## src/rtl/rr_dispatch_ctrl.sv

```systemverilog
// rr_dispatch_ctrl: two-entry in-order hold buffer dispatching an RR instruction pair to reservation stations
module rr_dispatch_ctrl #(
  parameter int PW   = 240,
  parameter int NRES = 4,
  parameter int CNTW = 16
) (
  input  logic            clk,
  input  logic            rst_n,
  input  logic            flush,
  input  logic            in_valid1,
  input  logic [1:0]      in_res1,
  input  logic [PW-1:0]   in_pay1,
  input  logic            in_valid2,
  input  logic [1:0]      in_res2,
  input  logic [PW-1:0]   in_pay2,
  output logic            in_ready,
  input  logic [NRES-1:0] rs_full,
  output logic            wr1_en,
  output logic [1:0]      wr1_res,
  output logic [PW-1:0]   wr1_pay,
  output logic            wr2_en,
  output logic [1:0]      wr2_res,
  output logic [PW-1:0]   wr2_pay,
  output logic [CNTW-1:0] stall_cnt
);
  logic va, vb, go_a, go_b, drain, stall;
  logic [1:0] ra, rb;
  logic [PW-1:0] pa, pb;
  assign go_a = va & ~flush & ~rs_full[ra];
  assign go_b = vb & ~flush & ~rs_full[rb] & go_a & (rb != ra);
  assign drain = (~va | go_a) & (~vb | go_b);
  assign in_ready = drain & ~flush;
  assign stall = va & ~drain & ~flush & ~&stall_cnt;
  assign wr1_en = go_a;
  assign wr1_res = ra;
  assign wr1_pay = pa;
  assign wr2_en = go_b;
  assign wr2_res = rb;
  assign wr2_pay = pb;
  always_ff @(posedge clk or negedge rst_n)
    if (!rst_n) begin
      va <= 1'b0;
      vb <= 1'b0;
      stall_cnt <= '0;
    end else begin
      if (flush) begin
        va <= 1'b0;
        vb <= 1'b0;
      end else if (in_ready) begin
        va <= in_valid1 | in_valid2;
        vb <= in_valid1 & in_valid2;
      end else if (go_a) begin
        va <= vb;
        vb <= 1'b0;
      end
      if (stall) stall_cnt <= stall_cnt + 1'b1;
    end
  // Entry contents are qualified by va/vb, so they need no reset.
  always_ff @(posedge clk)
    if (in_ready) begin
      ra <= in_valid1 ? in_res1 : in_res2;
      pa <= in_valid1 ? in_pay1 : in_pay2;
      rb <= in_res2;
      pb <= in_pay2;
    end else if (go_a) begin
      ra <= rb;
      pa <= pb;
    end
endmodule

```

## config.mk

```make
export PLATFORM = sky130hd
export DESIGN_NAME = rr_dispatch_ctrl
export DESIGN_NICKNAME = d
export VERILOG_FILES = /design/src/rtl/rr_dispatch_ctrl.sv
export SDC_FILE = /design/constraint.sdc
export NUM_CORES = 1
export LEC_CHECK = 0
export ABC_AREA = 1
export CAP_MARGIN = 10
export CORE_AREA = 8 8 382 384
export DETAILED_ROUTE_END_ITERATION = 16
export DIE_AREA = 0 0 390 392
export SLEW_MARGIN = 20
export SYNTH_ARGS = -nofsm -noshare
export SYNTH_HDL_FRONTEND = slang
export SYNTH_SLANG_ARGS = --single-unit
```

## constraint.sdc

```tcl
create_clock -name clk -period 6.4 [get_ports clk]
set_input_delay 0.64 -clock clk [delete_from_list [all_inputs] [get_ports clk]]
set_output_delay 0.64 -clock clk [all_outputs]
set_load 0.01 [all_outputs]
```

==> results of run 1 <==
layout make-up:
| cell class | count | area [µm²] |
|---|---|---|
| Clock buffer | 66 | 1524 |
| Fill cell | 14680 | 104800 |
| Sequential cell | 502 | 14980 |
| Timing Repair Buffer | 1012 | 10170 |
| Antenna cell | 8 | 20.02 |
| Multi-Input combinational cell | 860 | 5976 |
| Tap cell | 1890 | 2365 |
| Clock inverter | 38 | 290.3 |
| Inverter | 25 | 105.1 |
power by group:
group / switching [W] / leakage (nW) / internal [W]
Sequential: 0.000212 / 4.86 / 0.00412
Clock: 0.00146 / 0.890 / 0.00182
Combinational: 0.00129 / 7.13 / 0.00111
Total: 0.00297 / 12.9 / 0.00705
worst max-delay path by stage:
stage,cells after the start,to,slack [ns],start
floorplan,7,wr1_pay[0],0.06,rs_full[3]
global placement,12,wr2_pay[115],2.33,rs_full[2]
detailed placement,12,wr2_pay[6],2.32,rs_full[2]
CTS,11,in_ready,2.40,wr1_res[0]
global route,11,in_ready,2.25,rs_full[2]
finish,11,in_ready,2.47,rs_full[2]
through the flow:
step                      hold WS, ns  utilization (%)
after detailed placement       0.5292            23.96
after CTS                      0.4472            25.26
after global placement         0.5313            23.96
after floorplan                0.3444                -
final                          0.4877            25.27
after global routing           0.5112            25.26
per-layer routing:
layer  vias up  global-route usage, %  wire, µm
met5         -                      0       197
li1       7425                      -         -
met2       713                  23.38     54940
met3       144                  5.607     11000
met1      8065                  18.12     48340
met4        32                  2.907      2267
sequential cells by signal (all words and copies together), names as in the netlist:
signal and cells:
stall_cnt 16, va 1, vb 1, wr1_pay 240, wr1_res 2, wr2_pay 240, wr2_res 2
worst max-delay path, stage by stage:
cell and delay [ns]:
sky130_fd_sc_hd__clkdlybuf4s50_1 0.59, sky130_fd_sc_hd__nand2_1 0.09, sky130_fd_sc_hd__nand3_1 0.08, sky130_fd_sc_hd__nand2_1 0.07, sky130_fd_sc_hd__nand2_2 0.10, sky130_fd_sc_hd__inv_2 0.05
sky130_fd_sc_hd__nand2_2 0.10, sky130_fd_sc_hd__nand2_4 0.08, sky130_fd_sc_hd__nand2_8 0.43, sky130_fd_sc_hd__clkinvlp_4 0.41, sky130_fd_sc_hd__clkdlybuf4s50_1 0.59
cell usage after synthesis:
library cell | count | area, µm²
sky130_fd_sc_hd__nand2_4 | 2 | 22.52
sky130_fd_sc_hd__xnor2_1 | 8 | 70.07
sky130_fd_sc_hd__o21ai_1 | 27 | 135.1
sky130_fd_sc_hd__nand3_1 | 24 | 120.1
sky130_fd_sc_hd__nand3b_1 | 1 | 7.510
sky130_fd_sc_hd__nor3_1 | 5 | 25.02
sky130_fd_sc_hd__nand2_2 | 3 | 18.77
sky130_fd_sc_hd__buf_2 | 9 | 45.04
sky130_fd_sc_hd__inv_1 | 22 | 82.58
sky130_fd_sc_hd__buf_6 | 50 | 563.0
sky130_fd_sc_hd__dfrtp_1 | 18 | 450.4
sky130_fd_sc_hd__nand4_1 | 2 | 12.51
sky130_fd_sc_hd__o21ai_2 | 204 | 1787
sky130_fd_sc_hd__ha_1 | 1 | 12.51
sky130_fd_sc_hd__nand2_1 | 305 | 1145
sky130_fd_sc_hd__buf_4 | 1 | 7.510
sky130_fd_sc_hd__o21ai_0 | 16 | 80.08
sky130_fd_sc_hd__edfxtp_1 | 484 | 14530
sky130_fd_sc_hd__xor2_1 | 6 | 52.55
sky130_fd_sc_hd__o211ai_1 | 1 | 7.510
sky130_fd_sc_hd__nor2_1 | 13 | 48.80
sky130_fd_sc_hd__clkbuf_1 | 24 | 90.09
sky130_fd_sc_hd__mux2i_1 | 242 | 2422
sky130_fd_sc_hd__inv_2 | 3 | 11.26
cell families (layout without fill, tap and decap cells):
| kind of cell | Yosys count | count (layout) | share of synthesized area (%) |
|---|---|---|---|
| flops | 502 | 502 | 68.89 |
| simple gates | 355 | 355 | 6.437 |
| compound gates | 248 | 248 | 9.238 |
| mux | 242 | 242 | 11.14 |
| buf+inv | 109 | 1141 | 3.676 |
| xor+xnor | 14 | 14 | 0.5637 |
| fa+ha+maj | 1 | 1 | 0.05751 |
| other cells | 0 | 8 | 0 |
==> impl_summary.txt, run 1 <==
----------------------------------------------------
[Place]
  Setup slack after placement ... about 2.3 ns
  PortBufs ... between 900 and 1000
  RD Place Congestion ... around 0.93
  Placed Instances ... approximately 4300
  Placement-stage cell area ... 33600 µm²
  Half-perimeter wire length after detailed placement ... 95140 µm

[Synth]
  Warning count from the yosys run ... 0
  Post-Syn Nets ... ~2000
  Avg Cell Area, Syn ... 14.79 µm²
  Synth unique cells ... 24
  Synth Instances ... between 1000 and 1500
  Sequential element share of the synthesized area ... just under 70%
  Synth Cell Area ... around 22000 µm²
  Synthesized flop and latch total ... roughly 500

[Floorplanning]
  Vertical die dimension ... between 300 and 400 µm
  Overall die width ... between 300 and 400 µm
  Effective utilization at floorplan ... between 15 and 20%
  Overall die area ... 152900 µm²
  Placeable Area ... between 100000 and 150000 µm²
  Number of placement rows ... about 140
  Number of top-level design ports ... roughly 1000

[Clock network]
  Clock network latency to the later pin of the worst-skew pair ... roughly 0.65 ns
  Clock sink total ... roughly 500
  CTS hold repair buffers ... 0
  CTS tree ... done
  H-tree depth ... 2
  Max Buffers Root-to-Sink ... 3
  Number of cells upsized or downsized after cts ... 0
  Clock-pin slew reported for the worst setup and hold paths after clock tree synthesis ... around 0.060 ns
  Number of buffers added for setup after CTS ... 0
  Clock buffers created by TritonCTS ... 60
  CTS Root Cell ... sky130_fd_sc_hd__clkbuf_16

[Worst setup path]
  Worst Path Max Fanout ... 62
  Data arrival time of the critical path ... between 3 and 4 ns
  Required time reported for the critical path endpoint ... 5.76 ns
  Crit Path Class ... in -> out
  FF-to-FF End ... wr2_pay[232]
  Element type at the critical path end ... primary output
  Kind of launch point of the worst setup path ... input pin
  Reg-to-Reg Start ... wr2_res[0]
  Worst R2R Setup Slack ... around 2.9 ns
  Worst r2r path cells ... 11

[Final layout]
  Most frequent cells in the layout ... 994 x sky130_fd_sc_hd__clkdlybuf4s50_1, 484 x sky130_fd_sc_hd__edfxtp_1, 305 x sky130_fd_sc_hd__nand2_1
  Synth-to-Final Area Change ... 62.90%
  Fraction of final layout cells with drive strength greater than 1 ... between 10% and 20%
  Number of nets in the layout ... between 2000 and 3000
  Final non-filler cell total ... 4401
  Summed area of non-filler cells in the final layout ... ~35000 µm²
  Most common cell after layout, fill and taps aside ... sky130_fd_sc_hd__clkdlybuf4s50_1

[Pwr]
  Total power ... about 0.01 W
  Total leakage power ... between 10 and 15 nW
  PwrDens ... 282.8 nW/µm²
  Peak supply drop ... about 0.20 mV

[Timing]
  Upper clock frequency limit ... around 250 MHz
  Final-report setup violation count ... 0
  Worst Slack Setup Final ... between 2 and 2.5 ns
  Final hold viol count ... 0
  Slew at the pin closest to its max-slew limit ... 1.105 ns
  Tcrit/Tclk final ... around 60%
  Clock skew after layout ... between 0.03 and 0.04 ns
  Crit path time final ... 3.929 ns
  RSZ-0062 raised after global routing ... false
  Count of final max-slew check failures ... 0
  Worst slew margin relative to its limit ... around a quarter
  Setup Total Neg Slack ... 0 ns

[Detailed routing]
  Number of remaining DRC errors ... 0
  DR iter-0 viols ... between 1000 and 1500
  DR vias ... ~16000
  Post-detailed-route via-to-cell ratio ... between 3 and 4
  First-pass detailed-route iteration total ... 5
  Post-detailed-routing wire length ... roughly 120000 µm
  Final routed wire length divided by cell count ... between 20 and 30 µm
  Final ANT Viol Nets ... 0

[GRT]
  Number of global-route vias before repair ... ~17000
  Pin count of the biggest net entering global routing ... 133
  Global-route wire length before repair ... around 150000 µm
  Initial antenna violation count ... 34
  Total global routing overflow ... 0
  Gr usage total ... approximately 14%

[Min path]
  Hold Crit Class ... in -> async

[Run status]
  Status ... completed

[Job]
  # Max-Cap Violations ... 0

----------------------------------------------------
(Power assumes the default switching activity.)
==> run 2: changes to the inputs <==
--- a/config.mk
+++ b/config.mk
@@ -7,9 +7,9 @@
 export LEC_CHECK = 0
 export ABC_AREA = 1
 export CAP_MARGIN = 10
-export CORE_AREA = 8 8 382 384
+export CORE_AREA = 8 8 386 388
 export DETAILED_ROUTE_END_ITERATION = 16
-export DIE_AREA = 0 0 390 392
+export DIE_AREA = 0 0 394 396
 export SLEW_MARGIN = 20
 export SYNTH_ARGS = -nofsm -noshare
 export SYNTH_HDL_FRONTEND = slang
==> constraint.sdc (replaced) <==
create_clock -name clk -period 4.1 [get_ports clk]
set_input_delay 0.41 -clock clk [delete_from_list [all_inputs] [get_ports clk]]
set_output_delay 0.41 -clock clk [all_outputs]
set_load 0.01 [all_outputs]
==> impl_summary.txt, run 2 (synthesis gave the netlist of run 1 again) <==
----------------------------------------------------
[Worst setup path]
  CP endpoint ... in_ready (unchanged)
  Required time reported for the critical path endpoint ... 3.69 ns (was 5.76 ns)
  FF-to-FF End ... wr2_pay[168] (was wr2_pay[232])
  Data arrival time of the critical path ... 3.07 ns (was 3.29 ns)
  Kind of launch point of the worst setup path ... flop (was input pin)
  Reg-to-Reg Start ... wr2_res[1] (was wr2_res[0])
  Element type at the critical path end ... primary output (unchanged)
  Worst Setup SP ... wr1_res[0] (was rs_full[2])
  Crit Path Class ... reg -> out (was in -> out)
  Worst Path Max Fanout ... 34 (was 62)
  Worst r2r path cells ... 11 (unchanged)
  Worst R2R Setup Slack ... 1.23 ns (was 2.92 ns)

[Detailed routing]
  Post-detailed-routing wire length ... 134500 µm (was 116700 µm)
  Post-detailed-route via-to-cell ratio ... 3.824 (was 3.722)
  First-pass detailed-route iteration total ... 5 (unchanged)
  DR vias ... 17070 (was 16380)
  DR iter-0 viols ... 1206 (was 1021)
  Number of remaining DRC errors ... 0 (unchanged)
  Final ANT Viol Nets ... 0 (unchanged)
  Final routed wire length divided by cell count ... 30.13 µm (was 26.53 µm)

[Final layout]
  Synth-to-Final Area Change ... 66.92% (was 62.90%)
  Final non-filler cell total ... 4463 (was 4401)
  Most frequent cells in the layout ... 994 x sky130_fd_sc_hd__clkdlybuf4s50_1, 484 x sky130_fd_sc_hd__edfxtp_1, 305 x sky130_fd_sc_hd__nand2_1 (unchanged)
  Filler cell count in the final layout ... 14890 (was 14680)
  Post-layout utilization of the core ... 25.43% (was 25.27%)
  Most common cell after layout, fill and taps aside ... sky130_fd_sc_hd__clkdlybuf4s50_1 (unchanged)
  Area of the multi-input gates ... 5981 µm² (was 5976 µm²)
  Fraction of final layout cells with drive strength greater than 1 ... 13.88% (was 12.66%)
  Sequential cell area ... 14980 µm² (unchanged)
  Summed area of non-filler cells in the final layout ... 36310 µm² (was 35430 µm²)
  Number of nets in the layout ... 2984 (was 2955)

[Pwr]
  Peak supply drop ... 0.2826 mV (was 0.1962 mV)
  Combinational group share of total power ... 22.9% (was 23.9%)
  Switching Share ... 29.61% (about the same)
  Clock power share ... 37.8% (was 32.8%)
  PwrDens ... 474.4 nW/µm² (was 282.8 nW/µm²)
  Proportion of power drawn by flip-flops and latches ... 39.4% (was 43.3%)
  Net load switching power ... 0.005100 W (was 0.002967 W)
  Cell-internal power ... 0.01212 W (was 0.007054 W)
  Total leakage power ... 13.28 nW (was 12.87 nW)

[Timing]
  Crit path time final ... 3.476 ns
  Slew at the pin closest to its max-slew limit ... 0.9029 ns (was 1.105 ns)
  Count of final max-slew check failures ... 0 (unchanged)
  Final hold viol count ... 0 (unchanged)
  Clock skew after layout ... 0.02644 ns (was 0.03046 ns)
  Setup Total Neg Slack ... 0 ns (unchanged)
  Worst slew margin relative to its limit ... 39.62% (was 26.36%)
  Final-report setup violation count ... 0 (unchanged)
  Upper clock frequency limit ... 287.7 MHz
  Tcrit/Tclk final ... around 85%
  RSZ-0062 raised after global routing ... false (unchanged)

[Place]
  Half-perimeter wire length after detailed placement ... 111300 µm (was 95140 µm)
  PortBufs ... 995 (unchanged)
  Placement-stage cell area ... 33900 µm² (was 33600 µm²)
  RD Place Congestion ... 0.8840 (was 0.9299)
  Placed Instances ... 4323 (was 4289)

[GRT]
  Global-route wire length before repair ... 172900 µm (was 152500 µm)
  Gr usage total ... 16.36% (was 14.37%)
  Number of global-route vias before repair ... 16900 (was 16610)
  Pin count of the biggest net entering global routing ... 131 (was 133)
  Initial antenna violation count ... 67 (was 34)
  Total global routing overflow ... 0 (unchanged)

[Floorplanning]
  Number of top-level design ports ... 996 (unchanged)
  Effective utilization at floorplan ... 15.23% (was 15.51%)
  Number of placement rows ... 139 (was 138)
  Vertical die dimension ... 396 µm (was 392 µm)
  Placeable Area ... 142800 µm² (was 140200 µm²)
  Overall die area ... 156000 µm² (was 152900 µm²)
  Overall die width ... 394 µm (was 390 µm)

[Clock network]
  Number of buffers added for setup after CTS ... 0 (unchanged)
  Clock-pin slew reported for the worst setup and hold paths after clock tree synthesis ... 0.06 ns (about the same)
  CTS tree ... done (unchanged)
  H-tree depth ... 3 (was 2)
  Clock sink total ... 502 (unchanged)
  Clock network latency to the later pin of the worst-skew pair ... 0.66 ns (was 0.65 ns)
  Max Buffers Root-to-Sink ... 3 (unchanged)
  CTS hold repair buffers ... 0 (unchanged)
  Number of cells upsized or downsized after cts ... 0 (unchanged)
  Clock buffers created by TritonCTS ... 68 (was 60)
  CTS Root Cell ... sky130_fd_sc_hd__clkbuf_16 (unchanged)

[Job]
  # Max-Cap Violations ... 0 (unchanged)

[Run status]
  Status ... completed (unchanged)

[Min path]
  Hold Crit Class ... in -> async (unchanged)

----------------------------------------------------
-- run 2: cell count changes in the layout (fill, tap and decap cells not counted), sizes merged --
cell and change:
inv +4, clkinv -10, diode +9, buf +21, clkbuf +14, clkinvlp +1, bufinv +10
-- run 2: how the worst min path moves through the flow --
stage / slack (ns) / depth (start not counted) / end / from
global route: 0.29 / 1 / wr2_pay[104] / in_pay2[104]
floorplan: 0.11 / 0 / stall_cnt[0] / rst_n
finish: 0.27 / 1 / stall_cnt[8] / rst_n
global placement: 0.52 / 2 / stall_cnt[1] / stall_cnt[1]
CTS: 0.22 / 1 / stall_cnt[4] / rst_n
detailed placement: 0.54 / 2 / stall_cnt[1] / stall_cnt[1]
-- run 2: through the flow --
step	hold WS [ns]	power, W	setup WS [ns]
CTS	0.2216	0.01759	0.4609
global route	0.2929	0.01787	0.3302
global placement	0.5235	0.01090	0.7939
detailed placement	0.5372	0.01091	0.8409
floorplan	0.1144	0.008378	-1.209
finish	0.2718	0.01723	0.6240
-- run 2: critical path, cell delays in order, from the launching register on --
cell and delay, ns:
sky130_fd_sc_hd__edfxtp_1 0.49, sky130_fd_sc_hd__inv_2 0.11, sky130_fd_sc_hd__nand2_1 0.05, sky130_fd_sc_hd__nand3_1 0.06
sky130_fd_sc_hd__nand2_1 0.08, sky130_fd_sc_hd__nand2_2 0.12, sky130_fd_sc_hd__nand2_1 0.08, sky130_fd_sc_hd__nand2_2 0.09
sky130_fd_sc_hd__nand2_4 0.08, sky130_fd_sc_hd__nand2_8 0.27, sky130_fd_sc_hd__clkinvlp_4 0.38, sky130_fd_sc_hd__clkdlybuf4s50_1 0.59
-- run 2: power groups by stage --
stage	clock network [W]	logic [W]	registers (W)
finish	0.00651	0.00394	0.00678
global route	0.00688	0.00416	0.00684
CTS	0.00675	0.00405	0.00678
detailed placement	0	0.00404	0.00688
global placement	0	0.00403	0.00687
floorplan	0	0.00126	0.00712
-- run 2: routing by layer --
layer	share of wire (%)	vias to the layer above	track usage (%)	wire length, µm
met5	0.29	-	0	386
met4	1.7	60	3.284	2276
met3	9.1	163	6.474	12240
met2	48	812	27.30	64130
met1	41	8528	20.02	55430
li1	-	7504	-	-
-- run 2: area by class of cell --
type	instances	share of cell area, %
multi-input cells	860	16.47
well taps	1903	6.558
clock buffers	80	4.811
repair buffers	1033	28.78
clock inverters	43	1.709
inverters	25	0.2791
flip-flops and latches	502	41.27
diodes	17	0.1172
